[src/rtl/basys_mmio_display_pkg.sv]
// Shared constants and types for the Basys memory-mapped display peripheral.
package basys_io_pkg;

  localparam logic [31:0] DISP_ADDR_DEF = 32'h0000_00C0;
  localparam logic [31:0] LED_ADDR_DEF  = 32'h0000_00C4;

  localparam logic [6:0] SEG_BLANK = 7'h7F;
  localparam logic [3:0] AN_OFF    = 4'hF;

  typedef logic [1:0] digit_t;

  // Active-low one-hot anode select for a digit slot
  function automatic logic [3:0] an_select(input digit_t d);
    return ~(4'b0001 << d);
  endfunction

endpackage

[src/rtl/basys_mmio_display_if.sv]
// Store-bus snoop interface between the core top level and the display peripheral.
interface basys_mmio_display_if;
  logic        MemWrite;
  logic [31:0] DataAdr;
  logic [31:0] WriteData;

  modport master (output MemWrite, output DataAdr, output WriteData);
  modport slave  (input  MemWrite, input  DataAdr, input  WriteData);
endinterface

[src/rtl/basys_mmio_display_hex_to_seg7.sv]
// Combinational hex nibble to active-low {g,f,e,d,c,b,a} segment decoder.
module hex_to_seg7
  import basys_io_pkg::*;
(
  input  logic [3:0] nibble,
  output logic [6:0] seg
);

  always_comb begin
    seg = SEG_BLANK;
    case (nibble)
      4'h0: seg = 7'h40;
      4'h1: seg = 7'h79;
      4'h2: seg = 7'h24;
      4'h3: seg = 7'h30;
      4'h4: seg = 7'h19;
      4'h5: seg = 7'h12;
      4'h6: seg = 7'h02;
      4'h7: seg = 7'h78;
      4'h8: seg = 7'h00;
      4'h9: seg = 7'h10;
      4'hA: seg = 7'h08;
      4'hB: seg = 7'h03;
      4'hC: seg = 7'h46;
      4'hD: seg = 7'h21;
      4'hE: seg = 7'h06;
      4'hF: seg = 7'h0E;
      default: seg = SEG_BLANK;
    endcase
  end

endmodule

[src/rtl/basys_mmio_display.sv]
// Snoops core stores to drive the Basys 4-digit seven-segment display and LEDs.
// Optional build macro: LEADING_ZERO_BLANK_EN blanks digits above the top nonzero nibble.
module basys_mmio_display
  import basys_io_pkg::*;
#(
  parameter logic [31:0] DISP_ADDR   = DISP_ADDR_DEF,
  parameter logic [31:0] LED_ADDR    = LED_ADDR_DEF,
  parameter int unsigned REFRESH_DIV = 100000
) (
  input  logic                       clk,
  input  logic                       reset,
  basys_mmio_display_if.slave        bus,
  output logic [6:0]                 seg,
  output logic                       dp,
  output logic [3:0]                 an,
  output logic [15:0]                led
);

  localparam int unsigned PRE_W = $clog2(REFRESH_DIV);
  localparam logic [PRE_W-1:0] PRE_LAST = PRE_W'(REFRESH_DIV - 1);

  logic [15:0]      disp_q, disp_d;
  logic [15:0]      led_q,  led_d;
  logic [PRE_W-1:0] pre_q,  pre_d;
  digit_t           digit_q, digit_d;
  logic [3:0]       an_q,   an_d;
  logic [6:0]       seg_q,  seg_d;

  logic [3:0] nibble;
  logic [6:0] seg_dec;
  logic       blank;

  // Only the low half-word of a store is meaningful to this peripheral
  logic unused_wdata_hi;
  assign unused_wdata_hi = ^bus.WriteData[31:16];

  assign nibble = disp_q[{digit_q, 2'b00} +: 4];

  hex_to_seg7 u_hex_to_seg7 (
    .nibble (nibble),
    .seg    (seg_dec)
  );

`ifdef LEADING_ZERO_BLANK_EN
  digit_t msd;

  // Digit 0 is never blanked, so an all-zero value still shows a single 0
  always_comb begin
    msd = 2'd0;
    if (disp_q[15:12] != 4'h0)     msd = 2'd3;
    else if (disp_q[11:8] != 4'h0) msd = 2'd2;
    else if (disp_q[7:4] != 4'h0)  msd = 2'd1;
    blank = (digit_q > msd);
  end
`else
  always_comb begin
    blank = 1'b0;
  end
`endif

  always_comb begin
    disp_d  = disp_q;
    led_d   = led_q;
    pre_d   = pre_q;
    digit_d = digit_q;

    if (bus.MemWrite && (bus.DataAdr == DISP_ADDR)) disp_d = bus.WriteData[15:0];
    if (bus.MemWrite && (bus.DataAdr == LED_ADDR))  led_d  = bus.WriteData[15:0];

    if (pre_q == PRE_LAST) begin
      pre_d   = '0;
      digit_d = digit_q + 2'd1;
    end else begin
      pre_d   = pre_q + 1'b1;
    end

    // Output stage samples the current digit/data, hence the one-cycle lag
    an_d  = blank ? AN_OFF    : an_select(digit_q);
    seg_d = blank ? SEG_BLANK : seg_dec;
  end

  always_ff @(posedge clk) begin
    if (reset) begin
      disp_q  <= '0;
      led_q   <= '0;
      pre_q   <= '0;
      digit_q <= '0;
      an_q    <= AN_OFF;
      seg_q   <= SEG_BLANK;
    end else begin
      disp_q  <= disp_d;
      led_q   <= led_d;
      pre_q   <= pre_d;
      digit_q <= digit_d;
      an_q    <= an_d;
      seg_q   <= seg_d;
    end
  end

  assign an  = an_q;
  assign seg = seg_q;
  assign led = led_q;
  assign dp  = 1'b1;

endmodule

[src/flat_wrapper.sv]
// flat-port wrapper written by rule: the top's interface ports become plain ports
module basys_mmio_display_flat import basys_io_pkg::*;
#(
  parameter logic [31:0] DISP_ADDR   = DISP_ADDR_DEF,
  parameter logic [31:0] LED_ADDR    = LED_ADDR_DEF,
  parameter int unsigned REFRESH_DIV = 100000
)
  (clk, reset, seg, dp, an, led, bus_MemWrite, bus_DataAdr, bus_WriteData);
  basys_mmio_display_if bus_i ();
  input  logic clk;
  input  logic reset;
  output logic [6:0] seg;
  output logic dp;
  output logic [3:0] an;
  output logic [15:0] led;
  input wire logic [$bits(bus_i.MemWrite)-1:0] bus_MemWrite;
  input wire logic [$bits(bus_i.DataAdr)-1:0] bus_DataAdr;
  input wire logic [$bits(bus_i.WriteData)-1:0] bus_WriteData;
  assign bus_i.MemWrite = bus_MemWrite;
  assign bus_i.DataAdr = bus_DataAdr;
  assign bus_i.WriteData = bus_WriteData;
  basys_mmio_display #(.DISP_ADDR(DISP_ADDR), .LED_ADDR(LED_ADDR), .REFRESH_DIV(REFRESH_DIV)) u_core (.clk(clk), .reset(reset), .bus(bus_i), .seg(seg), .dp(dp), .an(an), .led(led));
endmodule
[config.mk]
export PLATFORM = sky130hd
export DESIGN_NAME = basys_mmio_display_flat
export DESIGN_NICKNAME = d
export VERILOG_FILES = /design/src/rtl/basys_mmio_display_pkg.sv /design/src/rtl/basys_mmio_display_if.sv /design/src/rtl/basys_mmio_display_hex_to_seg7.sv /design/src/rtl/basys_mmio_display.sv /design/src/flat_wrapper.sv
export SDC_FILE = /design/constraint.sdc
export NUM_CORES = 1
export LEC_CHECK = 0
export BUFFER_PORTS_ARGS = -buffer_cell sky130_fd_sc_hd__buf_2
export CAP_MARGIN = 0
export CORE_ASPECT_RATIO = 1.4
export CORE_MARGIN = 2
export CORE_UTILIZATION = 30
export DETAILED_ROUTE_END_ITERATION = 10
export GPL_ROUTABILITY_DRIVEN = 1
export SYNTH_ARGS = -nofsm -noshare
export SYNTH_HDL_FRONTEND = slang
export SYNTH_SLANG_ARGS = --single-unit
export TNS_END_PERCENT = 100
[constraint.sdc]
create_clock -name clk -period 2.2 [get_ports clk]
set_clock_uncertainty 0.1 [all_clocks]
set_input_delay 0.44 -clock clk [delete_from_list [all_inputs] [get_ports clk]]
set_output_delay 0.44 -clock clk [all_outputs]
set_load 0.02 [all_outputs]
==> flow_summary.toml, run 1 <==
[synthesis]
yosysSeqAreaShare = 0.419
synth.distinct_cells = 45
netlist_instances = 309
synth_top_area_frac = 0.419
synth_top_flop_cell = "dfxtp_1"
synthArstFlopShare = 0
synth_edf_count = 0
yosysTopAreaCell = "dfxtp_1"
synth.avg_cell_area_sq_um = 9.59
ys_ff_latch = 62
yosys_warnings = 0
yosys-top-cells-area = "dfxtp_1 42%, a31o_1 9.5%, nor4_1 9.1%"
syn_area_sq_um = 2960
synth_nets = 387

[hold_path]
min_to = "u_core.digit_q[1]$_SDFFE_PP0N_"
hp-class = "primary input to flip-flop"
hold_depth = 2
min-delay-start = "reset"

[grt]
grt-ovfl-total = 0
antenna_found_initial = 0
grt_max_degree = 36
grt_pass1_wl_microns = 11700
grt_pass1_vias = 2482
grt_use_total = 0.139

[critical_path]
crit_slowest_cell = "mux4_2"
regToRegEndpoint = "u_core.seg[0]$_SDFF_PP1_"
crit_required_ns = 2.32
reg2reg_setup_slack_ns = 0.19
cp.arrival_ns = 2.12
critPathCaptureType = "flip-flop"
critical_path_buf_inv_count = 0
r2r_cells = 5
crit_family = "multiplexers"
setup.worst_path.start_class = "flip-flop"
path_cells = "mux4_2 > ha_1 > or3b_1 > o221ai_1 > nand2_1"
max_stage_delay_ns = 0.60
crit_type = "flip-flop to flip-flop"
r2r_start = "u_core.digit_q[0]$_SDFFE_PP0N_"
cp_max_fo = 5

[timing]
hold_viol_final = 0
setup_violations = 0
rsz0062_at_grt = "no"
setup_tns_ns = 0
fmax_mhz = 498
timing.final.ws_setup_ns = 0.191
min_period_ns = 2.01
maxSlewViolCount = 0
period_share = 0.913

[power_and_ir_drop]
peakVddDrop_mv = 0.457
p_leak_nw = 1.49
powerDensity_nw_per_um2 = 725

[final_layout]
seq_area_sq_um = 1240
multi_input_area_sq_um = 1560
finish.net_count = 462
insertedDiodeCount = 0
nFillCells = 989
syn2layout_area_growth_pct = 28.7
drive_above_1_share = 0.306

[die]
die_w_microns = 88.0
row_count = 42
io_pins = 95
core_sq_um = 9510
die_area_sq_um = 10700
die_h_microns = 122
initial_core_util = 0.311

[cts]
cts-hold-fix-buffers = 0
clock-sinks = 62
clk_latency_ns = 0.33
clkTransAtPathRegs_ns = 0.06
cts_tree = "built"
post_cts_buffers = 0
cts_made_buffers = 9
cts_resized = 0
cts-root-buf = "clkbuf_16"
htreeDepth = 3
clockBufferDepth = 2

[route]
first_pass_iters = 4
vias = 2608
avgRoutedWirePerCell_microns = 13.5
ant_nets = 0
drcViolationCount = 0
routed_wl_microns = 7060
drt_iter0_markers = 125
vias_per_cell = 5.01

[run_status]
status = "completed"

[placement]
gp_congestion = 0.843
place_hpwl_microns = 5120
place_ws_ns = 0.126
io_buffers = 77

[flow_run]
drv_cap = 0
-- synth_stat cells (3+ instances only) --
| cell | count |
|---|---|
| nand4_1 | 6 |
| clkbuf_1 | 16 |
| nand3_1 | 8 |
| nor2_1 | 17 |
| inv_1 | 9 |
| nand2_1 | 29 |
| nand3_2 | 3 |
| xnor2_1 | 7 |
| and4_1 | 3 |
| a31o_1 | 32 |
| xor2_1 | 7 |
| dfxtp_1 | 62 |
| ha_1 | 11 |
| mux4_2 | 4 |
| a21oi_1 | 5 |
| nor3_1 | 3 |
| buf_2 | 3 |
| buf_6 | 3 |
| nor4_1 | 43 |
-- final cells by class --
cell class	instances	area share
Sequential cell	62	0.326
Timing Repair Buffer	88	0.129
Inverter	11	0.0108
Tap cell	132	0.0433
Multi-Input combinational cell	212	0.408
Clock buffer	10	0.0601
Clock inverter	6	0.0226
-- per-layer routing --
layer	part of all wire	track usage	routed length, microns
met2	0.51	0.224	3580
met4	0.018	0.0635	127
met3	0.038	0.0359	269
met1	0.44	0.172	3080
met5	0	0	0
-- how the worst max path moves through the flow --
| stage | start | to | slack [ns] | cells after the start |
|---|---|---|---|---|
| 2_1_floorplan | u_core.digit_q[0]$_SDFFE_PP0N_ | u_core.seg[0]$_SDFF_PP1_ | 0.21 | 6 |
| 3_3_place_gp | bus_DataAdr[24] | u_core.led[1]$_SDFFE_PP0P_ | 0.13 | 5 |
| 3_5_place_dp | bus_DataAdr[24] | u_core.led[1]$_SDFFE_PP0P_ | 0.13 | 5 |
| 4_1_cts | u_core.digit_q[0]$_SDFFE_PP0N_ | u_core.seg[0]$_SDFF_PP1_ | 0.17 | 5 |
| 5_1_grt | u_core.pre_q[0]$_SDFF_PP0_ | u_core.pre_q[5]$_SDFF_PP0_ | 0.09 | 5 |
| 6_report | u_core.digit_q[0]$_SDFFE_PP0N_ | u_core.seg[0]$_SDFF_PP1_ | 0.19 | 5 |
-- through the flow --
stage,hold slack [ns],total power (W),cell area [sq um],cells,utilization
6_report,0.251,0.00277,3810,521,0.401
5_1_grt,0.259,0.00287,3810,521,0.401
4_1_cts,0.244,0.00280,3810,521,0.401
3_5_place_dp,0.359,0.00131,3500,505,0.368
3_3_place_gp,0.355,0.00130,3500,505,0.368
2_1_floorplan,0.344,0.00123,2960,309,-
-- flip-flops by register name, summed over array words and instances, names as in the netlist --
signal / cells
u_core.seg: 7
u_core.digit_q: 2
u_core.disp_q: 16
u_core.led: 16
u_core.an: 4
u_core.pre_q: 17
-- report_power, final --
part	leakage, nW	total, W	internal, W	switching [W]
clock network	0.152	0.00148	0.000988	0.000495
logic	0.831	0.000139	0.0000594	0.0000792
registers	0.503	0.00114	0.00114	0.00000872
-- cell usage in the layout, fill, tap and decap left out, types with 6 or more instances in the layout --
cell,count
buf_2,77
dfxtp_1,62
nor4_1,43
a31o_1,32
nand2_1,29
nor2_1,17
ha_1,11
inv_1,9
clkbuf_16,9
buf_4,9
nand3_1,8
xor2_1,7
xnor2_1,7
nand4_1,6
-- logic make-up after synthesis --
group	count (synthesis)	synth area share
buffers and inverters	35	0.0557
DFF	62	0.419
adders and majority gates	11	0.0465
AOI/OAI and AO/OA	51	0.141
xor gates and xnor gates	14	0.0414
muxes	8	0.0448
other	1	0.00127
and+or+nand+nor	127	0.250
No activity file was read; power rests on OpenSTA's default activity.
==> inputs of run 2 (changes only) <==
--- a/config.mk
+++ b/config.mk
@@ -12,4 +12,6 @@
 export CORE_UTILIZATION = 30
+export CTS_CLUSTER_DIAMETER = 30
 export DETAILED_ROUTE_END_ITERATION = 10
 export GPL_ROUTABILITY_DRIVEN = 1
+export RECOVER_POWER = 100
 export SYNTH_ARGS = -nofsm -noshare
--- a/constraint.sdc
+++ b/constraint.sdc
@@ -4,2 +4,2 @@
 set_output_delay 0.44 -clock clk [all_outputs]
-set_load 0.02 [all_outputs]
+set_load 0.1 [all_outputs]
==> flow_summary.toml, run 2 (synthesized netlist as in run 1, its figures left out) <==
[run_status]
status = "completed"

[grt]
grt_pass1_wl_microns = 11700
grt_max_degree = 36
grt_use_total = 0.139
grt-ovfl-total = 0
grt_pass1_vias = 2482
antenna_found_initial = 0

[timing]
maxSlewViolCount = 0
hold_viol_final = 0
timing.final.ws_setup_ns = 0.165
setup_violations = 0
min_period_ns = 2.03
fmax_mhz = 491
period_share = 0.925
setup_tns_ns = 0
max_slew_margin = 0.639
tightest_slew_ns = 0.544
rsz0062_at_grt = "no"

[cts]
cts-hold-fix-buffers = 0
post_cts_buffers = 0
cts_made_buffers = 9
cts_resized = 0
clockBufferDepth = 2
clk_latency_ns = 0.33
clkTransAtPathRegs_ns = 0.05
clock-sinks = 62
cts_tree = "built"
htreeDepth = 3
cts-root-buf = "clkbuf_16"

[critical_path]
path_cells = "mux4_2 > ha_1 > mux2_1 > nand2_1 > o311ai_0"
cp.arrival_ns = 2.12
critical_path_buf_inv_count = 0
max_stage_delay_ns = 0.61
cp_max_fo = 5
crit_required_ns = 2.29
critPathCaptureType = "flip-flop"
crit_type = "flip-flop to flip-flop"
setup.worst_path.start_class = "flip-flop"
crit_family = "multiplexers"
crit_slowest_cell = "mux4_2"

[die]
io_pins = 95
die_h_microns = 122
die_area_sq_um = 10700
row_count = 42
core_sq_um = 9510
die_w_microns = 88.0
initial_core_util = 0.311

[route]
routed_wl_microns = 7020
avgRoutedWirePerCell_microns = 13.5
ant_nets = 0
drt_iter0_markers = 142
vias = 2623
first_pass_iters = 4
drcViolationCount = 0
vias_per_cell = 5.03

[final_layout]
drive_above_1_share = 0.301
syn2layout_area_growth_pct = 28.4
most-common-layout-cells = "62 x dfxtp_1, 50 x buf_2, 43 x nor4_1"
largest_reg_flops = 17
registers.top_by_ff_count = "u_core.pre_q"
insertedDiodeCount = 0
finish.net_count = 462
final_common_cell = "dfxtp_1"

[flow_run]
drv_cap = 0

[placement]
place_hpwl_microns = 5120
place_ws_ns = 0.126
gp_congestion = 0.843
io_buffers = 77

[power_and_ir_drop]
peakVddDrop_mv = 0.457
powerDensity_nw_per_um2 = 739
p_leak_nw = 1.47

[hold_path]
hp-class = "primary input to flip-flop"
-- run 2: cell count changes in the layout (fill, tap and decap cells not counted), sizes merged --
cell | before | now
buf | 88 | 60
clkbuf | 10 | 38
-- run 2: worst reg2reg max path, stage by stage, from the launching register on --
cell and delay (ns):
dfxtp_1 0.42, mux4_2 0.61, ha_1 0.27, mux2_1 0.31, nand2_1 0.06, o311ai_0 0.12
-- run 2: through the flow --
stage,util,total power [W],std cells,hold WS (ns),instance area (sq um)
after floorplan,-,0.00128,309,0.344,2960
after global placement,0.368,0.00135,505,0.355,3500
after detailed placement,0.368,0.00135,505,0.359,3500
after CTS,0.401,0.00285,521,0.244,3810
after global routing,0.400,0.00292,521,0.259,3800
final,0.400,0.00281,521,0.243,3800
-- run 2: power breakdown --
group          switching (W)  internal, W
clock               0.000494     0.000988
combinational       0.000126    0.0000590
sequential        0.00000895      0.00114
total               0.000628      0.00218
-- run 2: path summary, 6_finish.rpt --
| path | from | end | slack, ns | depth (start not counted) |
|---|---|---|---|---|
| worst min-delay path | reset | u_core.digit_q[1]$_SDFFE_PP0N_ | 0.24 | 2 |
| worst min register to register | u_core.led[14]$_SDFFE_PP0P_ | u_core.led[14]$_SDFFE_PP0P_ | 0.37 | 1 |
| worst max-delay path | u_core.digit_q[0]$_SDFFE_PP0N_ | u_core.seg[5]$_SDFF_PP1_ | 0.17 | 5 |
| worst max register to register | u_core.digit_q[0]$_SDFFE_PP0N_ | u_core.seg[5]$_SDFF_PP1_ | 0.17 | 5 |
-- run 2: final cells by class --
class / instances / area, sq um
fillers: 988 / 5710
multi-input cells: 212 / 1550
flip-flops and latches: 62 / 1240
repair buffers: 88 / 489
clock buffers: 10 / 229
well taps: 132 / 165
clock inverters: 6 / 86.3
inverters: 11 / 41.3
-- run 2: routing by layer --
metal	wire length, microns	vias up	part of all wire	track usage
met5	0	-	0	0
met1	3020	1247	0.43	0.172
met2	3570	57	0.51	0.224
li1	-	1313	-	-
met4	110	0	0.016	0.0635
met3	317	6	0.045	0.0359
